$ cat src/rtl/serial_add_ctrl.sv
// serial_add_ctrl: nibble-serial add/subtract controller sharing one 4-bit adder, LSB nibble first
module serial_add_ctrl #(
    parameter  int N_NIB = 4,
    localparam int W     = 4 * N_NIB
) (
    input  logic         clk,
    input  logic         rst_n,
    input  logic         in_valid,
    output logic         in_ready,
    input  logic         op_sub,
    input  logic [W-1:0] a,
    input  logic [W-1:0] b,
    output logic         out_valid,
    input  logic         out_ready,
    output logic [W-1:0] sum,
    output logic         cout,
    output logic         busy
);
    localparam int IW = (N_NIB > 1) ? $clog2(N_NIB) : 1;
    typedef enum logic [1:0] {IDLE, RUN, DONE} state_t;
    state_t        r_state, w_next;
    logic [W-1:0]  r_a, r_b, r_sum;
    logic          r_carry, r_cout;
    logic [IW-1:0] r_idx;
    logic [IW+1:0] w_lsb;
    logic [4:0]    w_add;
    logic          w_last;
    logic          w_accept;
    assign w_lsb    = {r_idx, 2'b00};
    assign w_add    = {1'b0, r_a[w_lsb +: 4]} + {1'b0, r_b[w_lsb +: 4]} + {4'b0, r_carry};
    assign w_last   = (r_idx == IW'(N_NIB - 1));
    assign w_accept = (r_state == IDLE) && in_valid;
    assign sum      = r_sum;
    assign cout     = r_cout;
    always_ff @(posedge clk) begin
        if (!rst_n) r_state <= IDLE;
        else        r_state <= w_next;
    end
    always_comb begin
        w_next    = w_accept                          ? RUN  :
                    (r_state == RUN  && w_last)       ? DONE :
                    (r_state == DONE && out_ready)    ? IDLE : r_state;
        in_ready  = (r_state == IDLE);
        out_valid = (r_state == DONE);
        busy      = (r_state != IDLE);
    end
    // Subtract is a + ~b + 1, so the carry register doubles as the +1.
    always_ff @(posedge clk) begin
        if (!rst_n) begin
            r_a     <= '0;
            r_b     <= '0;
            r_sum   <= '0;
            r_carry <= 1'b0;
            r_cout  <= 1'b0;
            r_idx   <= '0;
        end else if (w_accept) begin
            r_a     <= a;
            r_b     <= op_sub ? ~b : b;
            r_carry <= op_sub;
            r_sum   <= '0;
            r_idx   <= '0;
        end else if (r_state == RUN) begin
            r_sum[w_lsb +: 4] <= w_add[3:0];
            r_carry           <= w_add[4];
            r_idx             <= r_idx + 1'b1;
            if (w_last) r_cout <= w_add[4];
        end
    end
endmodule

$ cat config.mk
export PLATFORM = sky130hd
export DESIGN_NAME = serial_add_ctrl
export DESIGN_NICKNAME = d
export VERILOG_FILES = /design/src/rtl/serial_add_ctrl.sv
export SDC_FILE = /design/constraint.sdc
export NUM_CORES = 1
export LEC_CHECK = 0
export CORE_AREA = 10 10 87 89
export DETAILED_ROUTE_END_ITERATION = 8
export DIE_AREA = 0 0 97 99
export PLACE_DENSITY = 0.81
export SYNTH_ARGS = -nofsm -noshare
export SYNTH_HDL_FRONTEND = slang
export SYNTH_SLANG_ARGS = --single-unit
$ cat constraint.sdc
create_clock -name clk -period 2.64 [get_ports clk]
set_clock_uncertainty 0.2 [all_clocks]
set_input_delay 0.528 -clock clk [delete_from_list [all_inputs] [get_ports clk]]
set_output_delay 0.528 -clock clk [all_outputs]
set_load 0.01 [all_outputs]
==> results.cfg, run 1 <==
[die]
std_cell_rows = 28
start_util_pct = 44.4
die_area_mm2 = 0.00960
io_pins = 57
die_y_um = 99
core_mm2 = 0.00585
die_w_um = 97

[detailed_routing]
highest_layer = met4
num_vias = 2063
drc = 0
via_per_inst = 5.25
route.met3.wl_um = 317
routed_wl_mm = 5.91
routedWlPerCell_um = 15.0
met2_length_mm = 2.97
drt_iter0_drc = 126
drt-met1-wl_mm = 2.55
ant_nets = 0
firstDrtPassIters = 4

[placement]
place_area_mm2 = 0.00323
gp_congestion = 0.841
dpl.hpwl_mm = 4.43
io_buffers = 56

[clock_network]
cts_max_level = 2
cts_buffer_depth = 2
clock_latency_ns = 0.30
cts_buffers = 5
cts_tree = done
clock_sinks = 54
clkTransAtPathRegs_ns = 0.09
root_buffer = clkbuf_8

[worst_setup_path]
rr_startpoint = r_idx[0]$_SDFFE_PP0P_
timing.rr.end = sum[10]$_SDFFE_PP0P_
required_ns = 2.63
endpoint_kind = flip-flop
worstPathArrival_ns = 2.54
r2r_slack_ns = 0.08
crit_type = reg2reg
r2r_cells = 7
crit_fanout = 5
worstSetupStartpointType = flip-flop

[global_routing]
antenna_found_initial = 0
gr-total-overflow = 0
grt_max_degree = 51
grt_pass1_vias = 2070
gr-usage-all-layers_pct = 11.9
grt_pass1_wl_mm = 9.80

[synth]
yosysSeqAreaShare_pct = 41.6
yosys_register_bits = 54
syn-num-nets = 308
postSynthAreaPerCell_um2 = 9.96
yosys_warnings = 0
syn_area_mm2 = 0.00260
synth_cell_types = 35
netlist_instances = 261

[final_layout]
final_nets = 365
drive_gt1_share_pct = 13.2
layout_commonest_cell = clkdlybuf4s50_1
final_cell_mix = 56 x clkdlybuf4s50_1, 53 x dfxtp_1, 52 x nand2_1, 20 x nor2_1, 17 x xnor2_1
post-route-util_pct = 57.2
ff_latch_area_mm2 = 0.00108
antenna_cells = 0
num-fill-cells = 518
final_area_mm2 = 0.00334
multi_input_area_mm2 = 0.00142
area_delta_synth_final_pct = 28.7

[power_and_ir_drop]
power_density_mw_per_mm2 = 501
leakage_nw = 1.34
vdd_ir_drop_max_mv = 0.300

[min_path]
min-delay-start = r_a[11]$_SDFFE_PN0P_
hold_end = r_a[11]$_SDFFE_PN0P_
hold_depth = 2
worstHoldPathType = reg2reg

[timing]
finalMaxSlewViolations = 0
clock.fmax_mhz = 391
setup_viol = 0
fin_crit_sh_pct = 96.9
finalHoldViolCount = 0
tns_ns = 0
tightest_slew_ns = 0.627
maxSlewHeadroom_pct = 58.1
min_period_ns = 2.56

[flow_run]
max_cap_violations = 0

[run_status]
outcome = complete, no violations
registers in the layout, summed over array words and instances (netlist names):
signal,cells
r_carry,1
r_state,2
cout,1
r_a,16
sum,16
r_idx,2
r_b,16
metal layers:
layer | track usage [%] | vias up
met5 | 0 | -
met2 | 20.0 | 61
li1 | - | 1024
met3 | 3.00 | 9
met1 | 14.3 | 969
met4 | 4.09 | 0
repair_timing:
| action | CTS | global route |
|---|---|---|
| hold buffers | 0 | 0 |
| buffers inserted | 0 | 1 |
| endpoints found under the setup margin | 1 | 9 |
| pin swaps | 0 | 3 |
| resized for setup | 1 | 5 |
worst max path at each step:
stage                                startpoint              endpoint  slack (ns)  cells after the start
after floorplan           r_idx[0]$_SDFFE_PP0P_  r_carry$_SDFFE_PN0P_        0.01                      7
after CTS                 r_idx[0]$_SDFFE_PP0P_  sum[10]$_SDFFE_PP0P_        0.01                      7
after detailed placement  r_idx[0]$_SDFFE_PP0P_  sum[10]$_SDFFE_PP0P_        0.01                      7
final                     r_idx[0]$_SDFFE_PP0P_  sum[10]$_SDFFE_PP0P_        0.08                      7
after global placement    r_idx[0]$_SDFFE_PP0P_  r_carry$_SDFFE_PN0P_        0.05                      6
after global routing      r_idx[0]$_SDFFE_PP0P_  r_carry$_SDFFE_PN0P_       -0.01                      6
worst max-delay path, stage by stage (launching register included):
cell and delay, ns:
dfxtp_4 0.38, mux4_2 0.52, fa_2 0.41, fa_2 0.37
xor2_1 0.16, buf_4 0.16, a22oi_1 0.18, nor2_1 0.06
cell usage after synthesis:
library cell | n | area, µm²
dfxtp_1 | 54 | 1080
nand2_1 | 52 | 195
nor2_1 | 20 | 75.1
xnor2_1 | 17 | 149
a21boi_1 | 16 | 120
o211a_1 | 16 | 160
a22oi_1 | 12 | 90.1
ha_1 | 8 | 100
mux4_2 | 8 | 180
buf_2 | 7 | 35.0
buf_6 | 5 | 56.3
clkbuf_1 | 5 | 18.8
a32oi_1 | 4 | 35.0
a211oi_1 | 3 | 22.5
a21oi_1 | 3 | 15.0
inv_1 | 3 | 11.3
nand2_2 | 3 | 18.8
nor2b_1 | 3 | 18.8
nor4_2 | 3 | 37.5
fa_1 | 2 | 40.0
nand2b_1 | 2 | 12.5
o21ai_0 | 2 | 10.0
a21boi_0 | 1 | 7.51
a21o_1 | 1 | 7.51
and2_1 | 1 | 6.26
nand2b_2 | 1 | 8.76
nand3_1 | 1 | 5.00
nand3b_2 | 1 | 11.3
nor2_2 | 1 | 6.26
nor3b_1 | 1 | 7.51
nor4b_4 | 1 | 23.8
o211ai_1 | 1 | 7.51
o21bai_1 | 1 | 7.51
or3b_2 | 1 | 8.76
xor2_1 | 1 | 8.76
per-stage QoR:
| stage | setup slack (ns) | total power [mW] | hold slack, ns | instances |
|---|---|---|---|---|
| final | 0.0819 | 1.67 | 0.265 | 393 |
| after global routing | -0.0141 | 1.76 | 0.273 | 393 |
| after CTS | 0.0149 | 1.67 | 0.265 | 392 |
| after detailed placement | 0.0124 | 1.25 | 0.247 | 385 |
| after global placement | 0.0481 | 1.24 | 0.249 | 385 |
| after floorplan | 0.0142 | 1.13 | 0.232 | 261 |
layout make-up:
type / count / share of cell area, %
timing repair buffer: 67 / 19.6
sequential: 54 / 32.4
clock buffer: 6 / 2.17
clock inverter: 1 / 0.224
multi-input combinational: 187 / 42.4
inverter: 3 / 0.337
tap: 75 / 2.81
cell families (layout without fill, tap and decap cells):
kind of cell	count (synthesis)	in the layout	synth area share [%]
AO/OA/AOI/OAI	60	60	18.6
XOR/XNOR	18	18	6.07
adder cells (fa/ha/maj)	10	10	5.39
buffers and inverters	20	77	4.67
flip-flops	54	54	41.6
multiplexers	8	8	6.93
AND/OR/NAND/NOR	91	91	16.8
report_power, final:
| part | internal (mW) | switching [mW] | total [mW] |
|---|---|---|---|
| clock network | 0.182 | 0.251 | 0.434 |
| logic | 0.186 | 0.167 | 0.352 |
| registers | 0.859 | 0.0293 | 0.888 |
(Power assumes the default switching activity.)
==> inputs of run 2 (changes only) <==
--- a/config.mk
+++ b/config.mk
@@ -8,7 +8,7 @@
 export CORE_AREA = 10 10 87 89
 export DETAILED_ROUTE_END_ITERATION = 8
 export DIE_AREA = 0 0 97 99
-export PLACE_DENSITY = 0.81
+export PLACE_DENSITY = 0.8
 export SYNTH_ARGS = -nofsm -noshare
 export SYNTH_HDL_FRONTEND = slang
 export SYNTH_SLANG_ARGS = --single-unit
==> results.cfg, run 2 (synthesis results as in run 1) <==
[run_status]
outcome = complete, no violations

[detailed_routing]
firstDrtPassIters = 4
num_vias = 2038
drt_iter0_drc = 88
routed_wl_mm = 5.89
via_per_inst = 5.20
routedWlPerCell_um = 15.0
drc = 0
ant_nets = 0

[worst_setup_path]
required_ns = 2.65
worstPathArrival_ns = 2.56
r2r_cells = 7
crit_fanout = 4
path_common_cell = fa_2
endpoint_kind = flip-flop
crit_chain = mux4_2, fa_2, fa_2, xor2_1, buf_4, a22oi_2, nor2_1
crit_type = reg2reg
startpoint = r_idx[0]$_SDFFE_PP0P_
cpMaxStageDelayCell = mux4_2
crit_path_max_incr_delay_ns = 0.52
worstSetupStartpointType = flip-flop
rr_startpoint = r_idx[0]$_SDFFE_PP0P_

[power_and_ir_drop]
power_density_mw_per_mm2 = 515
vdd_ir_drop_max_mv = 0.221
leakage_nw = 1.35
p_total_mw = 1.74

[clock_network]
clock_sinks = 54
cts_buffer_depth = 2
cts_max_level = 2
cts_tree = done
cts.hold.buffers_added = 0
clock_latency_ns = 0.32
cts_buffers = 5
root_buffer = clkbuf_8
clkTransAtPathRegs_ns = 0.10

[global_routing]
grt_pass1_vias = 2022
grt_max_degree = 51
antenna_found_initial = 0
grt_pass1_wl_mm = 9.91
gr-total-overflow = 0
gr-usage-all-layers_pct = 12.3

[die]
die_y_um = 99
start_util_pct = 44.4
io_pins = 57
die_area_mm2 = 0.00960
die_w_um = 97
core_mm2 = 0.00585
std_cell_rows = 28

[placement]
dpl.cell_count = 383
gp_congestion = 0.879
dpl.hpwl_mm = 4.52
io_buffers = 56

[flow_run]
max_cap_violations = 0

[min_path]
worstHoldPathType = reg2reg
hold_depth = 2
min-delay-start = r_a[1]$_SDFFE_PN0P_

[timing]
tns_ns = 0
setup_viol = 0
maxSlewHeadroom_pct = 55.5
finalHoldViolCount = 0
clock.fmax_mhz = 392
rsz0062_at_grt = no
tightest_slew_ns = 0.666
min_period_ns = 2.55
finalMaxSlewViolations = 0
fin_crit_sh_pct = 96.5

[final_layout]
final_cell_mix = 56 x clkdlybuf4s50_1, 53 x dfxtp_1, 52 x nand2_1, 20 x nor2_1, 17 x xnor2_1
area_delta_synth_final_pct = 29.7
layout_commonest_cell = clkdlybuf4s50_1
final_cells = 392
num-fill-cells = 494
final_nets = 363
antenna_cells = 0
post-route-util_pct = 57.6
drive_gt1_share_pct = 14.5
## run 2: path summary, 6_finish.rpt
kind	endpoint	slack [ns]
setup / recovery	sum[14]$_SDFFE_PP0P_	0.09
hold / removal	r_a[1]$_SDFFE_PN0P_	0.26
setup reg to reg	sum[14]$_SDFFE_PP0P_	0.09
hold reg to reg	r_a[1]$_SDFFE_PN0P_	0.26
## run 2: per-layer routing
| layer | up-vias | global-route usage [%] | wire length (µm) |
|---|---|---|---|
| met3 | 9 | 3.98 | 343 |
| met1 | 955 | 14.1 | 2510 |
| li1 | 1025 | - | - |
| met5 | - | 0 | 0 |
| met2 | 49 | 20.9 | 2930 |
| met4 | 0 | 4.99 | 106 |
## run 2: critical path, delay by kind of cell, from the launching register on
kind / cells / cell delay, ns
buffers and inverters: 1 / 0.16
adder cells (fa/ha/maj): 2 / 0.78
XOR/XNOR: 1 / 0.17
AO/OA/AOI/OAI: 1 / 0.18
multiplexers: 1 / 0.52
AND/OR/NAND/NOR: 1 / 0.06
flip-flops: 1 / 0.38
## run 2: power breakdown
| group | internal, mW | switching (mW) |
|---|---|---|
| sequential | 0.859 | 0.0292 |
| clock | 0.199 | 0.294 |
| combinational | 0.187 | 0.169 |
| total | 1.24 | 0.492 |
## run 2: what timing repair did
item,CTS,global route
resized for setup,0,10
buffers inserted,0,1
endpoints found under the setup margin,0,10
## run 2: through the flow
stage	hold slack [ns]	area, µm²	setup WS (ns)
3_3_place_gp	0.244	3220	0.0577
3_5_place_dp	0.258	3220	0.0378
2_1_floorplan	0.232	2610	0.0142
5_1_grt	0.296	3370	0.0132
4_1_cts	0.273	3320	0.00473
6_report	0.263	3370	0.0922
## run 2: final cells by class
| cell class | instances | area, µm² | share of cell area (%) |
|---|---|---|---|
| Tap cell | 75 | 93.8 | 2.78 |
| Sequential cell | 54 | 1080 | 32.2 |
| Timing Repair Buffer | 65 | 641 | 19.0 |
| Inverter | 3 | 11.3 | 0.334 |
| Clock buffer | 5 | 68.8 | 2.04 |
| Clock inverter | 3 | 28.8 | 0.854 |
| Multi-Input combinational cell | 187 | 1440 | 42.8 |
